File: config.mk
export PLATFORM = sky130hd
export DESIGN_NAME = dds_sweep_ctrl
export DESIGN_NICKNAME = d
export VERILOG_FILES = /design/src/rtl/dds_pkg.sv /design/src/rtl/dds_spi_shifter.sv /design/src/rtl/dds_sweep_ctrl.sv
export SDC_FILE = /design/constraint.sdc
export NUM_CORES = 1
export LEC_CHECK = 0
export CELL_PAD_IN_SITES_DETAIL_PLACEMENT = 0
export CELL_PAD_IN_SITES_GLOBAL_PLACEMENT = 1
export CORE_MARGIN = 4
export CORE_UTILIZATION = 25
export DETAILED_ROUTE_END_ITERATION = 12
export PLACE_DENSITY_LB_ADDON = 0.1
export SLEW_MARGIN = 25
export SYNTH_ARGS = -nofsm -noshare
export SYNTH_HDL_FRONTEND = slang
export SYNTH_SLANG_ARGS = --single-unit
File: constraint.sdc
create_clock -name sys_clk -period 10.14 [get_ports sys_clk]
set_input_delay 2.028 -clock sys_clk [delete_from_list [all_inputs] [get_ports sys_clk]]
set_output_delay 2.028 -clock sys_clk [all_outputs]
set_load 0.02 [all_outputs]
File: src/rtl/dds_pkg.sv
// dds_pkg
// Shared definitions for the DDS sweep controller: default word widths of the
// target dds and the controller state encoding.
package dds_pkg;

   localparam int DDS_FREQ_WIDTH  = 48;
   localparam int DDS_PHASE_WIDTH = 16;

   typedef enum logic [2:0] {
      ST_IDLE        = 3'd0,
      ST_SHIFT_PHASE = 3'd1,
      ST_SHIFT_FREQ  = 3'd2,
      ST_LATCH       = 3'd3,
      ST_DWELL       = 3'd4,
      ST_FINISH      = 3'd5
   } state_e;

endpackage

File: src/rtl/dds_spi_shifter.sv
// dds_spi_shifter
// Generic MSB-first serializer. A word is loaded left-aligned in data together
// with its bit count; each bit is presented with spi_clk low for CLK_DIV
// cycles and then high for CLK_DIV cycles.
// Ports:
//   sys_clk, rst   clock, asynchronous active-high reset
//   load           start shifting data (ignored while active)
//   width          number of bits to shift, taken from the top of data
//   data           word to shift, MSB at data[MAX_WIDTH-1]
//   spi_clk        serial clock, low while idle
//   spi_data       serial data, low while idle
//   active         high for the whole 2*CLK_DIV*width cycles of a word
//   bit_done       high in the final cycle of each bit's high phase
//   last_bit       high while the final bit of the word is presented
module dds_spi_shifter
   import dds_pkg::*;
#(
   parameter int MAX_WIDTH = DDS_FREQ_WIDTH,
   parameter int CLK_DIV   = 2,
   parameter int CNT_W     = $clog2(MAX_WIDTH + 1)
) (
   input  logic                 sys_clk,
   input  logic                 rst,
   input  logic                 load,
   input  logic [CNT_W-1:0]     width,
   input  logic [MAX_WIDTH-1:0] data,
   output logic                 spi_clk,
   output logic                 spi_data,
   output logic                 active,
   output logic                 bit_done,
   output logic                 last_bit
);

   localparam int DIV_W = (CLK_DIV > 1) ? $clog2(CLK_DIV) : 1;

   logic [MAX_WIDTH-1:0] sreg_q, sreg_d;
   logic [CNT_W-1:0]     bit_cnt_q, bit_cnt_d;
   logic [DIV_W-1:0]     div_cnt_q, div_cnt_d;
   logic                 high_q, high_d;
   logic                 active_q, active_d;
   logic                 half_end;

   assign half_end = (div_cnt_q == DIV_W'(CLK_DIV - 1));

   // NOTE: every _d signal gets its default first so no path can infer a latch.
   always_comb begin
      sreg_d    = sreg_q;
      bit_cnt_d = bit_cnt_q;
      div_cnt_d = div_cnt_q;
      high_d    = high_q;
      active_d  = active_q;
      if (active_q) begin
         if (half_end) begin
            div_cnt_d = '0;
            if (!high_q) begin
               high_d = 1'b1;
            end else begin
               high_d = 1'b0;
               if (bit_cnt_q == '0) begin
                  active_d = 1'b0;
               end else begin
                  bit_cnt_d = bit_cnt_q - CNT_W'(1);
                  sreg_d    = sreg_q << 1;
               end
            end
         end else begin
            div_cnt_d = div_cnt_q + DIV_W'(1);
         end
      end else if (load) begin
         sreg_d    = data;
         bit_cnt_d = width - CNT_W'(1);
         div_cnt_d = '0;
         high_d    = 1'b0;
         active_d  = (width != '0);
      end
   end

   // NOTE: sequential state uses non-blocking assignments only.
   always_ff @(posedge sys_clk or posedge rst) begin
      if (rst) begin
         sreg_q    <= '0;
         bit_cnt_q <= '0;
         div_cnt_q <= '0;
         high_q    <= 1'b0;
         active_q  <= 1'b0;
      end else begin
         sreg_q    <= sreg_d;
         bit_cnt_q <= bit_cnt_d;
         div_cnt_q <= div_cnt_d;
         high_q    <= high_d;
         active_q  <= active_d;
      end
   end

   assign spi_clk  = active_q & high_q;
   assign spi_data = active_q & sreg_q[MAX_WIDTH-1];
   assign active   = active_q;
   assign bit_done = active_q & high_q & half_end;
   assign last_bit = active_q & (bit_cnt_q == '0);

endmodule

File: src/rtl/dds_sweep_ctrl.sv
// dds_sweep_ctrl
// Frequency sweep controller for a serially loaded dds. A sweep loads the phase
// word once, then loads start_word, start_word+step_word, ... up to and
// including stop_word, holding each frequency for dwell cycles.
// Ports:
//   sys_clk, rst           clock, asynchronous active-high reset
//   start, abort           one-cycle request pulses
//   start_word, stop_word, step_word, phase_word, dwell   sweep setup, captured on start
//   spi_clk, spi_data      serial bus to the dds, MSB first
//   freq_cs, phaseshift_cs chip selects; the falling edge loads the dds
//   cur_word               frequency word most recently loaded
//   busy, done             status: not idle / one-cycle end-of-sweep pulse
module dds_sweep_ctrl
   import dds_pkg::*;
#(
   parameter int FREQ_WIDTH  = DDS_FREQ_WIDTH,
   parameter int PHASE_WIDTH = DDS_PHASE_WIDTH,
   parameter int CLK_DIV     = 2,
   parameter int DWELL_WIDTH = 24
) (
   input  logic                   sys_clk,
   input  logic                   rst,
   input  logic                   start,
   input  logic                   abort,
   input  logic [FREQ_WIDTH-1:0]  start_word,
   input  logic [FREQ_WIDTH-1:0]  stop_word,
   input  logic [FREQ_WIDTH-1:0]  step_word,
   input  logic [PHASE_WIDTH-1:0] phase_word,
   input  logic [DWELL_WIDTH-1:0] dwell,
   output logic                   spi_clk,
   output logic                   spi_data,
   output logic                   freq_cs,
   output logic                   phaseshift_cs,
   output logic [FREQ_WIDTH-1:0]  cur_word,
   output logic                   busy,
   output logic                   done
);

   localparam int SHIFT_W = (FREQ_WIDTH > PHASE_WIDTH) ? FREQ_WIDTH : PHASE_WIDTH;
   localparam int CNT_W   = $clog2(SHIFT_W + 1);
   localparam int LAT_W   = $clog2(2 * CLK_DIV + 1);

   state_e                 state_q, state_d;
   logic [FREQ_WIDTH-1:0]  stop_q, stop_d, step_q, step_d;
   logic [FREQ_WIDTH-1:0]  freq_q, freq_d, cur_word_q, cur_word_d;
   logic [DWELL_WIDTH-1:0] dwell_q, dwell_d, dwell_cnt_q, dwell_cnt_d;
   logic [LAT_W-1:0]       lat_cnt_q, lat_cnt_d;
   logic                   abort_q, abort_d, from_phase_q, from_phase_d;

   logic                   sh_load, sh_active, sh_bit_done, sh_last_bit;
   logic [CNT_W-1:0]       sh_width;
   logic [SHIFT_W-1:0]     sh_data;
   logic                   word_end, advance, sweep_end;
   logic [FREQ_WIDTH:0]    next_sum;

   // One extra bit so a wrap past all-ones shows up as a carry, not a small word.
   assign next_sum  = {1'b0, cur_word_q} + {1'b0, step_q};
   assign sweep_end = next_sum[FREQ_WIDTH] || (next_sum[FREQ_WIDTH-1:0] > stop_q) ||
                      (step_q == '0);
   assign word_end  = sh_bit_done & sh_last_bit;

   always_comb begin
      state_d      = state_q;
      stop_d       = stop_q;
      step_d       = step_q;
      freq_d       = freq_q;
      cur_word_d   = cur_word_q;
      dwell_d      = dwell_q;
      dwell_cnt_d  = dwell_cnt_q;
      lat_cnt_d    = lat_cnt_q;
      abort_d      = abort_q;
      from_phase_d = from_phase_q;
      advance      = 1'b0;
      sh_load      = 1'b0;
      sh_width     = CNT_W'(FREQ_WIDTH);
      sh_data      = SHIFT_W'(freq_q) << (SHIFT_W - FREQ_WIDTH);

      case (state_q)
         ST_IDLE: begin
            // abort is ignored here, even when it arrives together with start.
            if (start) begin
               stop_d   = stop_word;
               step_d   = step_word;
               dwell_d  = dwell;
               freq_d   = start_word;
               abort_d  = 1'b0;
               sh_load  = 1'b1;
               sh_width = CNT_W'(PHASE_WIDTH);
               sh_data  = SHIFT_W'(phase_word) << (SHIFT_W - PHASE_WIDTH);
               state_d  = ST_SHIFT_PHASE;
            end
         end
         ST_SHIFT_PHASE, ST_SHIFT_FREQ: begin
            // An abort is only remembered here so the word in flight completes.
            if (abort) abort_d = 1'b1;
            if (word_end) begin
               lat_cnt_d    = LAT_W'(2 * CLK_DIV - 1);
               from_phase_d = (state_q == ST_SHIFT_PHASE);
               if (state_q == ST_SHIFT_FREQ) cur_word_d = freq_q;
               state_d = ST_LATCH;
            end
         end
         ST_LATCH: begin
            if (abort) begin
               state_d = ST_FINISH;
            end else if (lat_cnt_q != '0) begin
               lat_cnt_d = lat_cnt_q - LAT_W'(1);
            end else if (abort_q) begin
               state_d = ST_FINISH;
            end else if (from_phase_q) begin
               sh_load = 1'b1;
               state_d = ST_SHIFT_FREQ;
            end else if (dwell_q != '0) begin
               dwell_cnt_d = dwell_q - DWELL_WIDTH'(1);
               state_d     = ST_DWELL;
            end else begin
               advance = 1'b1;
            end
         end
         ST_DWELL: begin
            if (abort) begin
               state_d = ST_FINISH;
            end else if (dwell_cnt_q != '0) begin
               dwell_cnt_d = dwell_cnt_q - DWELL_WIDTH'(1);
            end else begin
               advance = 1'b1;
            end
         end
         ST_FINISH: state_d = ST_IDLE;
         default:   state_d = ST_IDLE;
      endcase

      if (advance) begin
         if (sweep_end) begin
            state_d = ST_FINISH;
         end else begin
            freq_d  = next_sum[FREQ_WIDTH-1:0];
            sh_load = 1'b1;
            sh_data = SHIFT_W'(next_sum[FREQ_WIDTH-1:0]) << (SHIFT_W - FREQ_WIDTH);
            state_d = ST_SHIFT_FREQ;
         end
      end
   end

   // NOTE: the captured sweep setup is ordinary flops, so it is reset with the rest.
   always_ff @(posedge sys_clk or posedge rst) begin
      if (rst) begin
         state_q      <= ST_IDLE;
         stop_q       <= '0;
         step_q       <= '0;
         freq_q       <= '0;
         cur_word_q   <= '0;
         dwell_q      <= '0;
         dwell_cnt_q  <= '0;
         lat_cnt_q    <= '0;
         abort_q      <= 1'b0;
         from_phase_q <= 1'b0;
      end else begin
         state_q      <= state_d;
         stop_q       <= stop_d;
         step_q       <= step_d;
         freq_q       <= freq_d;
         cur_word_q   <= cur_word_d;
         dwell_q      <= dwell_d;
         dwell_cnt_q  <= dwell_cnt_d;
         lat_cnt_q    <= lat_cnt_d;
         abort_q      <= abort_d;
         from_phase_q <= from_phase_d;
      end
   end

   dds_spi_shifter #(
      .MAX_WIDTH (SHIFT_W),
      .CLK_DIV   (CLK_DIV),
      .CNT_W     (CNT_W)
   ) u_shifter (
      .sys_clk  (sys_clk),
      .rst      (rst),
      .load     (sh_load),
      .width    (sh_width),
      .data     (sh_data),
      .spi_clk  (spi_clk),
      .spi_data (spi_data),
      .active   (sh_active),
      .bit_done (sh_bit_done),
      .last_bit (sh_last_bit)
   );

   // The shifter is only ever active in a shift state, so the state picks the select.
   assign freq_cs       = sh_active && (state_q == ST_SHIFT_FREQ);
   assign phaseshift_cs = sh_active && (state_q == ST_SHIFT_PHASE);
   assign cur_word      = cur_word_q;
   assign busy          = (state_q != ST_IDLE);
   assign done          = (state_q == ST_FINISH);

endmodule

==> metrics.txt, run 1 <==
largest driver fanout on the critical path=30; antenna diode instance count=0; Hold Fails Final Rpt=0; number of buffers inserted during clock tree synthesis=41; post-synthesis sequential area ratio=42.1%; overall global routing resource usage=18.2%; Vias/cell=4.92; Cell Pwr Density=281 mW/mm²; mux contribution to synthesized area=5.21%; fraction of layout instances using a drive strength above 1=6.91%; fill cell instance count of the final layout=7559; maximum clock skew at final layout=25.8 ps; routed wire length=71800 µm; clock transition at the registers of the reported paths=60 ps; Yosys Warn Count=0; final worst path period share=77.3%; floorplan die height=277 µm; critical path class=register to register; placed insts=3222; Pleak=0.0102 µW; count of unresolved DRC violations after routing=0; Layout Area Growth over Synthesis=26.4%; largest net degree at the start of global routing=161; Placer Congestion=0.863; Multi-input gate area=0.00968 mm²; horizontal die dimension=277 µm; post-synthesis share of cell area spent on and, or, nand and nor gates=19.6%; number of flops mapped to enable cells by yosys=0; slew margin rel.=38.0%; number of vias in the routed layout=16200; capturing element type of the critical path=register; total number of clock tree sinks=305; Worst EP arrival=8290 ps; DPL Wire Length=52700 µm; global-route wire length before repair=109000 µm; number of distinct standard cells referenced by the synthesized netlist=78; outcome=completed; maximum vdd drop=125 µV; Sequential Area=0.00763 mm²; synthesized netlist cell count=2127; H-tree lvl count=2; slew at the pin closest to its max-slew limit=930 ps; Antenna Violating Nets Remaining=0; unrepaired setup endpoints after global routing=false; total I/O pin count=242; vias in the first global route=16800; effective utilization at floorplan=25.3%; quantity of I/O buffers inserted on ports=241; synthesized-area fraction occupied by adder cells=7.01%; Compound-Gate Fraction of Synth Area=18.9%; total nets after synthesis=2416; Worst Slack Setup Final=2300 ps; Clk Latency, worst-skew pair=570 ps; post-synthesis instance area=0.0181 mm²; Gates resized, CTS repair=0; number of search-and-repair iterations in the first detailed-routing pass=5; fmax=128 MHz; startpoint class of the critical path=register; synthesized flop and latch total=305; share of the core filled with cells=31.9%; number of antenna violations at the first check in global routing=1; Main synth FF type=sky130_fd_sc_hd__dfrtp_1; Hold Worst Slack=474 ps; total die area=0.0769 mm²; number of nets in the layout=2604; total of hold buffers inserted after clock tree synthesis=0; minimum setup slack after placement=2320 ps; post-CTS setup buffer count=0; area of the placeable core=0.0717 mm²; standard-cell row count=98; required time at the endpoint of the critical path=10590 ps; xor-xnor portion of the synthesized cell area=2.37%; number of failing setup endpoints in the final timing report=0; final-report max-slew violation count=0; class of the tightest hold or removal check=register to register; overall overflow remaining after global route=0; post-detailed-route wirelength per cell=21.8 µm; Clk Tree Root Cell=sky130_fd_sc_hd__clkbuf_16; clock tree from TritonCTS=done; main combinational cell family by area after synthesis=simple AND/OR/NAND/NOR gates; final instance count without filler cells=3296; deepest clock path buffer count=3; minimum clock period after layout=7840 ps; total negative slack=0 ps; max-cap violations=0; async set or reset register ratio after synthesis=100%; number of DRC markers after the initial detailed-route iteration=1037; mean area per synthesized cell=8.52 µm²
-- where the power goes --
group	internal [µW]	switching, µW
registers	1710	438
clock network	959	593
logic	1020	1710
-- path summary, 6_finish.rpt --
kind	cells past startpoint	end	from	slack (ps)
setup / recovery	24	u_shifter.sreg_q[37]$_DFFE_PP0P_	step_q[0]$_DFFE_PP0P_	2300
max in group asynchronous	4	cur_word[40]$_DFFE_PP0P_	rst	6570
hold / removal	2	u_shifter.sreg_q[9]$_DFFE_PP0P_	u_shifter.sreg_q[9]$_DFFE_PP0P_	470
setup reg to reg	24	u_shifter.sreg_q[37]$_DFFE_PP0P_	step_q[0]$_DFFE_PP0P_	2300
hold reg to reg	2	u_shifter.sreg_q[9]$_DFFE_PP0P_	u_shifter.sreg_q[9]$_DFFE_PP0P_	470
min in group asynchronous	2	stop_q[7]$_DFFE_PP0P_	rst	1810
-- area by class of cell --
class                   count  share of cell area, %
clock buffers              57                   5.28
clock inverters            17                  0.961
inverters                 102                   1.69
multi-input cells        1604                   42.3
flip-flops and latches    305                   33.3
well taps                 950                   5.19
repair buffers            261                   11.3
-- state kept, by name, indices dropped and copies added (netlist names) --
| name | flops |
|---|---|
| lat_cnt_q | 3 |
| dwell_q | 24 |
| u_shifter.high_q | 1 |
| dwell_cnt_q | 24 |
| freq_q | 48 |
| step_q | 48 |
| abort_q | 1 |
| u_shifter.sreg_q | 48 |
| from_phase_q | 1 |
| stop_q | 48 |
| state_q | 3 |
| u_shifter.div_cnt_q | 1 |
| u_shifter.bit_cnt_q | 6 |
| cur_word | 48 |
| u_shifter.active | 1 |
-- worst max-delay path: stages, from the launching register on --
cell and delay [ps]:
sky130_fd_sc_hd__dfrtp_1 380, sky130_fd_sc_hd__ha_1 220, sky130_fd_sc_hd__inv_1 70, sky130_fd_sc_hd__fa_1 390
sky130_fd_sc_hd__nand2b_1 180, sky130_fd_sc_hd__a21oi_1 330, sky130_fd_sc_hd__o211ai_1 240, sky130_fd_sc_hd__a2111oi_0 770
sky130_fd_sc_hd__o21ai_0 420, sky130_fd_sc_hd__o21ai_0 260, sky130_fd_sc_hd__a21oi_1 100, sky130_fd_sc_hd__xnor2_1 170
sky130_fd_sc_hd__ha_1 320, sky130_fd_sc_hd__and4_1 250, sky130_fd_sc_hd__and4bb_1 300, sky130_fd_sc_hd__nand2_1 90
sky130_fd_sc_hd__or4_1 570, sky130_fd_sc_hd__or3_1 450, sky130_fd_sc_hd__o41ai_4 70, sky130_fd_sc_hd__buf_4 320
sky130_fd_sc_hd__and2b_2 700, sky130_fd_sc_hd__buf_4 560, sky130_fd_sc_hd__a21oi_1 130, sky130_fd_sc_hd__a21boi_0 170
sky130_fd_sc_hd__o31ai_1 260
-- synthesized netlist by cell type, types with 6 or more instances --
| master | n | area share [%] |
|---|---|---|
| sky130_fd_sc_hd__nand2_1 | 464 | 9.6 |
| sky130_fd_sc_hd__dfrtp_1 | 305 | 42 |
| sky130_fd_sc_hd__a21oi_1 | 176 | 4.9 |
| sky130_fd_sc_hd__o21ai_0 | 155 | 4.3 |
| sky130_fd_sc_hd__nor2_1 | 136 | 2.8 |
| sky130_fd_sc_hd__inv_1 | 102 | 2.1 |
| sky130_fd_sc_hd__ha_1 | 100 | 6.9 |
| sky130_fd_sc_hd__clkbuf_1 | 84 | 1.7 |
| sky130_fd_sc_hd__mux2_2 | 51 | 3.2 |
| sky130_fd_sc_hd__nand4_1 | 39 | 1.3 |
| sky130_fd_sc_hd__mux2i_1 | 37 | 2.0 |
| sky130_fd_sc_hd__xnor2_1 | 31 | 1.5 |
| sky130_fd_sc_hd__nor3_1 | 27 | 0.75 |
| sky130_fd_sc_hd__nand3_1 | 26 | 0.72 |
| sky130_fd_sc_hd__and3_1 | 23 | 0.79 |
| sky130_fd_sc_hd__o211ai_1 | 22 | 0.91 |
| sky130_fd_sc_hd__a21o_1 | 21 | 0.87 |
| sky130_fd_sc_hd__nor4_1 | 21 | 0.72 |
| sky130_fd_sc_hd__a31oi_1 | 20 | 0.69 |
| sky130_fd_sc_hd__o31ai_1 | 19 | 0.79 |
| sky130_fd_sc_hd__a21boi_0 | 18 | 0.75 |
| sky130_fd_sc_hd__xor2_1 | 18 | 0.87 |
| sky130_fd_sc_hd__a211oi_1 | 17 | 0.70 |
| sky130_fd_sc_hd__buf_2 | 17 | 0.47 |
| sky130_fd_sc_hd__o21ai_1 | 13 | 0.36 |
| sky130_fd_sc_hd__o21bai_1 | 13 | 0.54 |
| sky130_fd_sc_hd__nor2b_1 | 12 | 0.41 |
| sky130_fd_sc_hd__buf_1 | 11 | 0.23 |
| sky130_fd_sc_hd__o32ai_1 | 11 | 0.53 |
| sky130_fd_sc_hd__a211o_1 | 10 | 0.48 |
| sky130_fd_sc_hd__and2_1 | 9 | 0.31 |
| sky130_fd_sc_hd__nand2b_1 | 9 | 0.31 |
| sky130_fd_sc_hd__o21a_1 | 8 | 0.33 |
| sky130_fd_sc_hd__or3_1 | 7 | 0.24 |
| sky130_fd_sc_hd__or4_1 | 7 | 0.29 |
| sky130_fd_sc_hd__a2111oi_0 | 6 | 0.29 |
| sky130_fd_sc_hd__and4_1 | 6 | 0.29 |
-- logic make-up after synthesis --
family / count (synthesis)
buffers and inverters: 218
AOI/OAI and AO/OA: 559
xor gates and xnor gates: 49
and+or+nand+nor: 807
muxes: 88
adders and majority gates: 101
DFF: 305
-- metal layers --
metal  GRT usage (%)  vias to the layer above  wire (µm)
met1            24.9                     7955      33500
met4            4.56                        0       1650
met5               0                        -          0
met2            30.2                      327      33600
met3            2.76                       80       2960
li1                -                     7848          -
-- placed cells by master (no fill, tap or decap), types with 7 or more instances in the layout --
cell                              synthesis  layout
sky130_fd_sc_hd__or3_1                    7       7
sky130_fd_sc_hd__a211o_1                 10      10
sky130_fd_sc_hd__o21bai_1                13      13
sky130_fd_sc_hd__a21o_1                  21      20
sky130_fd_sc_hd__inv_1                  102     100
sky130_fd_sc_hd__a31oi_1                 20      20
sky130_fd_sc_hd__dfrtp_1                305     305
sky130_fd_sc_hd__nor2_1                 136     135
sky130_fd_sc_hd__o21a_1                   8       8
sky130_fd_sc_hd__nand2b_1                 9       9
sky130_fd_sc_hd__mux2_2                  51      51
sky130_fd_sc_hd__nor3_1                  27      27
sky130_fd_sc_hd__clkinv_2                 0       9
sky130_fd_sc_hd__o31ai_1                 19      19
sky130_fd_sc_hd__ha_1                   100     100
sky130_fd_sc_hd__xnor2_1                 31      31
sky130_fd_sc_hd__nand2_1                464     464
sky130_fd_sc_hd__o21ai_1                 13      13
sky130_fd_sc_hd__clkdlybuf4s50_1          0     241
sky130_fd_sc_hd__nand3_1                 26      25
sky130_fd_sc_hd__mux2i_1                 37      37
sky130_fd_sc_hd__a21boi_0                18      18
sky130_fd_sc_hd__and3_1                  23      23
sky130_fd_sc_hd__and2_1                   9      10
sky130_fd_sc_hd__o211ai_1                22      22
sky130_fd_sc_hd__o21ai_0                155     155
sky130_fd_sc_hd__or4_1                    7       7
sky130_fd_sc_hd__a21oi_1                176     176
sky130_fd_sc_hd__nor2b_1                 12      12
sky130_fd_sc_hd__buf_4                    3      17
sky130_fd_sc_hd__nand4_1                 39      39
sky130_fd_sc_hd__nor4_1                  21      21
sky130_fd_sc_hd__xor2_1                  18      18
sky130_fd_sc_hd__a211oi_1                17      17
sky130_fd_sc_hd__clkbuf_8                 0       8
sky130_fd_sc_hd__clkbuf_16                0      43
sky130_fd_sc_hd__o32ai_1                 11      11
-- per-stage QoR --
step | area [µm²] | power, µW
2_1_floorplan | 18100 | 3870
3_3_place_gp | 21500 | 4890
3_5_place_dp | 21500 | 4920
4_1_cts | 22900 | 6530
5_1_grt | 22900 | 6970
6_report | 22900 | 6430
Note: power is estimated with default switching activity, not from simulation.
==> run 2, diff against run 1 <==
clock period = 7.9 ns   (was 10.14 ns; I/O delays follow)
==> run 2 against run 1 <==
Combinational power grew 29%. Worst setup slack lost 1700 ps. Sequential share of layout area is essentially flat. Clock skew grew 4.3 ps. First-iteration DRC count shrank 5.9%. Clock power grew 23%. Worst hold slack gained 6.4 ps. Die area is the same. Critical endpoint is now u_shifter.sreg_q[42]$_DFFE_PP0P_. Largest power group unchanged.
==> metrics.txt, run 2 (synthesis gave the netlist of run 1 again) <==
largest driver fanout on the critical path=14 (-53%); Worst EP arrival=7740 ps (-550 ps); routed wire length=71700 µm (-0.10%); Critical-path top delay cell=sky130_fd_sc_hd__or4_4; maximum clock skew at final layout=30.1 ps (+4.29 ps); final worst path period share=92.2% (+15 points); post-detailed-route wirelength per cell=21.7 µm (-0.32%); quantity of I/O buffers inserted on ports=241 (unchanged); GR Layer Usage met1=25.4% (+0.50 points); global-route wire length before repair=110000 µm (+0.92%); total negative slack=0 ps (unchanged); total of hold buffers inserted after clock tree synthesis=0 (unchanged); number of DRC markers after the initial detailed-route iteration=976 (-5.9%); effective utilization at floorplan=25.3% (unchanged); number of buffers inserted during clock tree synthesis=42 (+2.4%); count of unresolved DRC violations after routing=0 (unchanged); max-cap violations=0 (unchanged); Clk Latency, worst-skew pair=580 ps (about the same); number of vias in the routed layout=16300 (+0.56%); number of search-and-repair iterations in the first detailed-routing pass=5 (unchanged); total number of clock tree sinks=305 (unchanged); met3 demand-to-capacity share in global routing=2.49% (-0.27 points); commonest cells after routing, fill and taps aside=sky130_fd_sc_hd__nand2_1, sky130_fd_sc_hd__dfrtp_1, sky130_fd_sc_hd__clkdlybuf4s50_1, sky130_fd_sc_hd__a21oi_1, sky130_fd_sc_hd__o21ai_0; placed cell areas=0.0215 mm² (+0.32%); Multi-input gate area=0.00968 mm² (unchanged); number of antenna violations at the first check in global routing=0 (-1); H-tree lvl count=2 (unchanged); outcome=completed; horizontal die dimension=277 µm (unchanged); fmax=137 MHz (+7.6%); Sequential Area=0.00763 mm² (unchanged); deepest clock path buffer count=3 (unchanged); total I/O pin count=242 (unchanged); Cell Pwr Density=357 mW/mm² (+27%); Hold Fails Final Rpt=0 (unchanged); slew at the pin closest to its max-slew limit=963 ps (+32.5 ps); startpoint class of the critical path=register; clock tree from TritonCTS=done; overall global routing resource usage=18.3% (+0.083 points); area of the placeable core=0.0717 mm² (unchanged); number of nets in the layout=2612 (+0.31%); minimum clock period after layout=7280 ps (-553 ps); Antenna Violating Nets Remaining=0 (unchanged); capturing element type of the critical path=register; total die area=0.0769 mm² (unchanged); fill cell instance count of the final layout=7626 (+0.89%); Layout Area Growth over Synthesis=26.4% (about the same); class of the tightest hold or removal check=register to register; minimum setup slack after placement=727 ps (-1590 ps); final-report max-slew violation count=0 (unchanged); list of cells traversed by the critical path=ha_1, a21oi_1, o221ai_1, a221oi_1, o31ai_2, a31oi_2, nor3_1, or4_4, a31o_1, xor2_1, ha_1, nand4_1, and4bb_1, nand2_1, or4_1, or3_1, o41ai_4, buf_4, and3_1, buf_4, nor2_1, o31ai_1; required time at the endpoint of the critical path=8360 ps (-2230 ps); share of the core filled with cells=31.9% (about the same); antenna diode instance count=0 (unchanged); Pleak=0.0102 µW (about the same); Worst Slack Setup Final=616 ps (-1690 ps); unrepaired setup endpoints after global routing=false; finished layout cell area=0.0229 mm² (about the same); beginning of the worst hold path=u_shifter.sreg_q[26]$_DFFE_PP0P_; launch point of the critical path=cur_word[14]$_DFFE_PP0P_; Gates resized, CTS repair=0 (unchanged); leading cell type in the layout, fill and taps excluded=sky130_fd_sc_hd__nand2_1; overall overflow remaining after global route=0 (unchanged); Clk Tree Root Cell=sky130_fd_sc_hd__clkbuf_16; launching point of the worst reg2reg path=cur_word[14]$_DFFE_PP0P_; standard-cell row count=98 (unchanged); post-CTS setup buffer count=0 (unchanged); Placer Congestion=0.854 (-1.1%); clock transition at the registers of the reported paths=60 ps (about the same); vias in the first global route=17000 (+1.4%); delay contributed by the slowest stage of the critical path=550 ps (-220 ps); largest net degree at the start of global routing=151 (-6.2%); floorplan die height=277 µm (unchanged); critical path class=register to register; Vias/cell=4.93 (+0.34%); number of failing setup endpoints in the final timing report=0 (unchanged); slew margin rel.=35.7% (-2.3 points); GRT busiest layer=met2; fraction of layout instances using a drive strength above 1=6.97% (+0.064 points); DPL Wire Length=53300 µm (+1.2%); maximum vdd drop=153 µV (+23%); met2 track demand over resource=30.6% (+0.32 points)
[run 2: routing by layer]
| layer | vias up | wire length (µm) |
|---|---|---|
| met3 | 66 | 2700 |
| met5 | - | 0 |
| met1 | 8013 | 33600 |
| li1 | 7865 | - |
| met4 | 0 | 1270 |
| met2 | 356 | 34100 |
[run 2: stage by stage]
stage,power (µW),instances,hold slack [ps]
floorplan,4970,2127,443
global placement,6290,3228,464
detailed placement,6340,3229,469
CTS,8320,3303,482
global route,8900,3303,504
finish,8190,3303,480
[run 2: power breakdown]
group          total [µW]  switching (µW)  internal, µW
logic                3520            2200          1310
clock network        1910             759          1150
registers            2760             560          2200
[run 2: worst paths after layout]
path                                               endpoint  slack [ps]  cells after the start
setup / recovery           u_shifter.sreg_q[42]$_DFFE_PP0P_         620                     22
hold / removal             u_shifter.sreg_q[26]$_DFFE_PP0P_         480                      2
setup reg to reg           u_shifter.sreg_q[42]$_DFFE_PP0P_         620                     22
hold reg to reg            u_shifter.sreg_q[26]$_DFFE_PP0P_         480                      2
max in group asynchronous           dwell_q[16]$_DFFE_PP0P_        5080                      3
min in group asynchronous             stop_q[7]$_DFFE_PP0P_        1560                      2
[run 2: final cells by class]
type	count	area share (%)
inverters	102	1.69
flip-flops and latches	305	33.3
clock buffers	61	5.25
multi-input cells	1604	42.3
repair buffers	268	11.6
well taps	950	5.19
clock inverters	13	0.726
[run 2: critical path, delay by kind of cell (launching register included)]
family                   cells  cell delay (ps)
AO/OA/AOI/OAI                8             2160
XOR/XNOR                     1              190
adder cells (fa/ha/maj)      2              750
buffers and inverters        2              700
flip-flops                   1              430
AND/OR/NAND/NOR              9             2910
==> run 3, diff against run 2 <==
ABC_AREA = 1   (was unset)
==> run 3 against run 2 <==
Via count increased by 23%. Critical path depth up 6. Sequential power is 16% lower. Critical path type unchanged. Die area increased by 12%. Synthesized area increased by 13%. Clock power fell by 2%. Maximum frequency rose by 28%. Largest cell class unchanged. Highest routed layer unchanged. Synthesized cell count is 48% higher.
==> metrics.txt, run 3 <==
startpoint class of the critical path=register; fmax=176 MHz (+28%); number of DRC markers after the initial detailed-route iteration=1229 (+26%); Antenna Violating Nets Remaining=0 (unchanged); mean area per synthesized cell=6.49 µm² (-24%); number of search-and-repair iterations in the first detailed-routing pass=6 (+1); number of antenna violations at the first check in global routing=0 (unchanged); clock share of power=25.4% (+2.0 points); number of vias in the routed layout=20000 (+23%); largest driver fanout on the critical path=33 (+19); standard-cell row count=104 (+6.1%); slew margin rel.=36.3% (+0.66 points); required time at the endpoint of the critical path=8350 ps (about the same); floorplan die height=294 µm (+6.0%); post-detailed-route wirelength per cell=18.9 µm (-13%); vias in the first global route=20500 (+21%); final instance count without filler cells=4440 (+34%); final worst path period share=72.0% (-20 points); class of the tightest hold or removal check=register to register; capturing element type of the critical path=register; leading cell type in the layout, fill and taps excluded=sky130_fd_sc_hd__nand2_1; internal power=4170 µW (-11%); reg2reg path depth=28 (+27%); Yosys Warn Count=0 (unchanged); Layout Area Growth over Synthesis=23.3%; Clk Tree Root Cell=sky130_fd_sc_hd__clkbuf_16; most prevalent standard cell on the critical path=sky130_fd_sc_hd__nand2_1; Placer Congestion=0.911 (+6.6%); Worst EP arrival=6140 ps (-1600 ps); Net Switching=3200 µW (-9.2%); async set or reset register ratio after synthesis=100% (unchanged); placed insts=4367 (+35%); post-synthesis instance area=0.0204 mm² (+13%); total die area=0.0864 mm² (+12%); area of the placeable core=0.0808 mm² (+13%); biggest area consumer among synthesized cells=sky130_fd_sc_hd__dfrtp_1; Critical-path top delay cell=sky130_fd_sc_hd__nand3b_2; Hold Worst Slack=477 ps (-2.99 ps); Hold Fails Final Rpt=0 (unchanged); Pleak=0.0138 µW (+35%); area fraction of the dominant cell type after synthesis=37.3% (-4.8 points); Cell Pwr Density=292 mW/mm² (-18%); Logic pwr share=43.2% (+0.3 points); sequential power share=31.4% (-2.3 points); clock tree from TritonCTS=done; commonest cells after routing, fill and taps aside=sky130_fd_sc_hd__nand2_1, sky130_fd_sc_hd__inv_1, sky130_fd_sc_hd__dfrtp_1, sky130_fd_sc_hd__clkdlybuf4s50_1, sky130_fd_sc_hd__nor2_1; quantity of I/O buffers inserted on ports=241 (unchanged); total number of clock tree sinks=305 (unchanged); horizontal die dimension=294 µm (+6.0%); post-synthesis sequential area ratio=37.3% (-4.8 points); Main synth FF type=sky130_fd_sc_hd__dfrtp_1; number of distinct standard cells referenced by the synthesized netlist=38 (-51%); maximum vdd drop=169 µV (+10%); number of flops mapped to enable cells by yosys=0 (unchanged); minimum clock period after layout=5690 ps (-1590 ps); total nets after synthesis=3441 (+42%); critical path class=register to register; synthesized netlist cell count=3152 (+48%); Vias/cell=4.51 (-8.5%); max-cap violations=0 (unchanged); overall global routing resource usage=19.1% (+0.80 points); largest net degree at the start of global routing=202 (+34%); number of buffers inserted during clock tree synthesis=41 (-2.4%); overall overflow remaining after global route=0 (unchanged); clock transition at the registers of the reported paths=60 ps (about the same); library cell with the highest instance count after synthesis=sky130_fd_sc_hd__nand2_1; number of failing setup endpoints in the final timing report=0 (unchanged); antenna diode instance count=0 (unchanged); unrepaired setup endpoints after global routing=false; delay contributed by the slowest stage of the critical path=600 ps (+50 ps); number of nets in the layout=3640 (+39%); H-tree lvl count=2 (unchanged); worst hold stages=2 (unchanged); Worst Slack Setup Final=2210 ps (+1590 ps); synthesized flop and latch total=305 (unchanged); total of hold buffers inserted after clock tree synthesis=0 (unchanged); Sw Ratio=43.4% (+0.38 points); deepest clock path buffer count=3 (unchanged); total I/O pin count=242 (unchanged); dominant cells by area after synthesis=sky130_fd_sc_hd__dfrtp_1, sky130_fd_sc_hd__nand2_1, sky130_fd_sc_hd__inv_1; count of unresolved DRC violations after routing=0 (unchanged); effective utilization at floorplan=25.3% (+0.030 points); fraction of layout instances using a drive strength above 1=3.79% (-3.2 points); final-report max-slew violation count=0 (unchanged); routed wire length=83800 µm (+17%); slew at the pin closest to its max-slew limit=955 ps (-7.86 ps); minimum setup slack after placement=2200 ps (+1470 ps); most frequent cells after synthesis=sky130_fd_sc_hd__nand2_1, sky130_fd_sc_hd__inv_1, sky130_fd_sc_hd__dfrtp_1; total negative slack=0 ps (unchanged); Gates resized, CTS repair=0 (unchanged); maximum clock skew at final layout=16.7 ps (-13.3 ps); outcome=completed; Clk Latency, worst-skew pair=580 ps (about the same); post-CTS setup buffer count=0 (unchanged); DPL Wire Length=65300 µm (+22%); global-route wire length before repair=126000 µm (+15%)
run 3: critical path, delay by kind of cell (launching register included):
kind / cells / cell delay (ps)
flip-flops: 1 / 370
AO/OA/AOI/OAI: 1 / 80
adder cells (fa/ha/maj): 3 / 1140
buffers and inverters: 5 / 940
AND/OR/NAND/NOR: 19 / 3020
run 3: per-stage QoR:
step / total power (µW) / util [%] / area (µm²)
after CTS: 7500 / 31.2 / 25200
after floorplan: 4410 / - / 20500
after detailed placement: 5550 / 29.5 / 23900
final: 7370 / 31.2 / 25200
after global routing: 8060 / 31.2 / 25200
after global placement: 5540 / 29.5 / 23900
run 3: routing by layer:
metal | routed length (µm) | up-vias | GRT usage (%)
met4 | 1690 | 0 | 4.12
met3 | 3170 | 87 | 2.48
met5 | 0 | - | 0
met1 | 40000 | 9527 | 26.5
met2 | 38900 | 384 | 31.9
li1 | - | 10000 | -
run 3: final timing paths:
| kind | slack (ps) | start | end |
|---|---|---|---|
| min in group asynchronous | 1490 | rst | dwell_q[7]$_DFFE_PP0P_ |
| setup / recovery | 2210 | step_q[0]$_DFFE_PP0P_ | u_shifter.sreg_q[0]$_DFFE_PP0P_ |
| max in group asynchronous | 5010 | rst | u_shifter.sreg_q[45]$_DFFE_PP0P_ |
| hold / removal | 480 | u_shifter.sreg_q[29]$_DFFE_PP0P_ | u_shifter.sreg_q[29]$_DFFE_PP0P_ |
| setup reg to reg | 2210 | step_q[0]$_DFFE_PP0P_ | u_shifter.sreg_q[0]$_DFFE_PP0P_ |
| hold reg to reg | 480 | u_shifter.sreg_q[29]$_DFFE_PP0P_ | u_shifter.sreg_q[29]$_DFFE_PP0P_ |
run 3: power groups by stage:
stage / registers, µW / clock network (µW) / logic, µW
2_1_floorplan: 2250 / 0 / 2160
3_3_place_gp: 2330 / 0 / 3210
3_5_place_dp: 2340 / 0 / 3210
4_1_cts: 2320 / 1950 / 3240
5_1_grt: 2380 / 2010 / 3680
6_report: 2320 / 1870 / 3190
run 3: cell families (layout without fill, tap and decap cells):
logic type	Yosys count	after routing	synth area share, %
XOR/XNOR	40	40	1.71
AO/OA/AOI/OAI	215	215	5.44
buffers and inverters	610	838	11.7
adder cells (fa/ha/maj)	101	101	6.22
flip-flops	305	305	37.3
AND/OR/NAND/NOR	1881	1881	37.6
run 3: final cells by class:
type,instances,area [µm²]
clock buffers,60,1210
clock inverters,12,115
fillers,9050,55600
inverters,508,1910
multi-input cells,2237,10400
flip-flops and latches,305,7630
well taps,1060,1330
repair buffers,258,2580
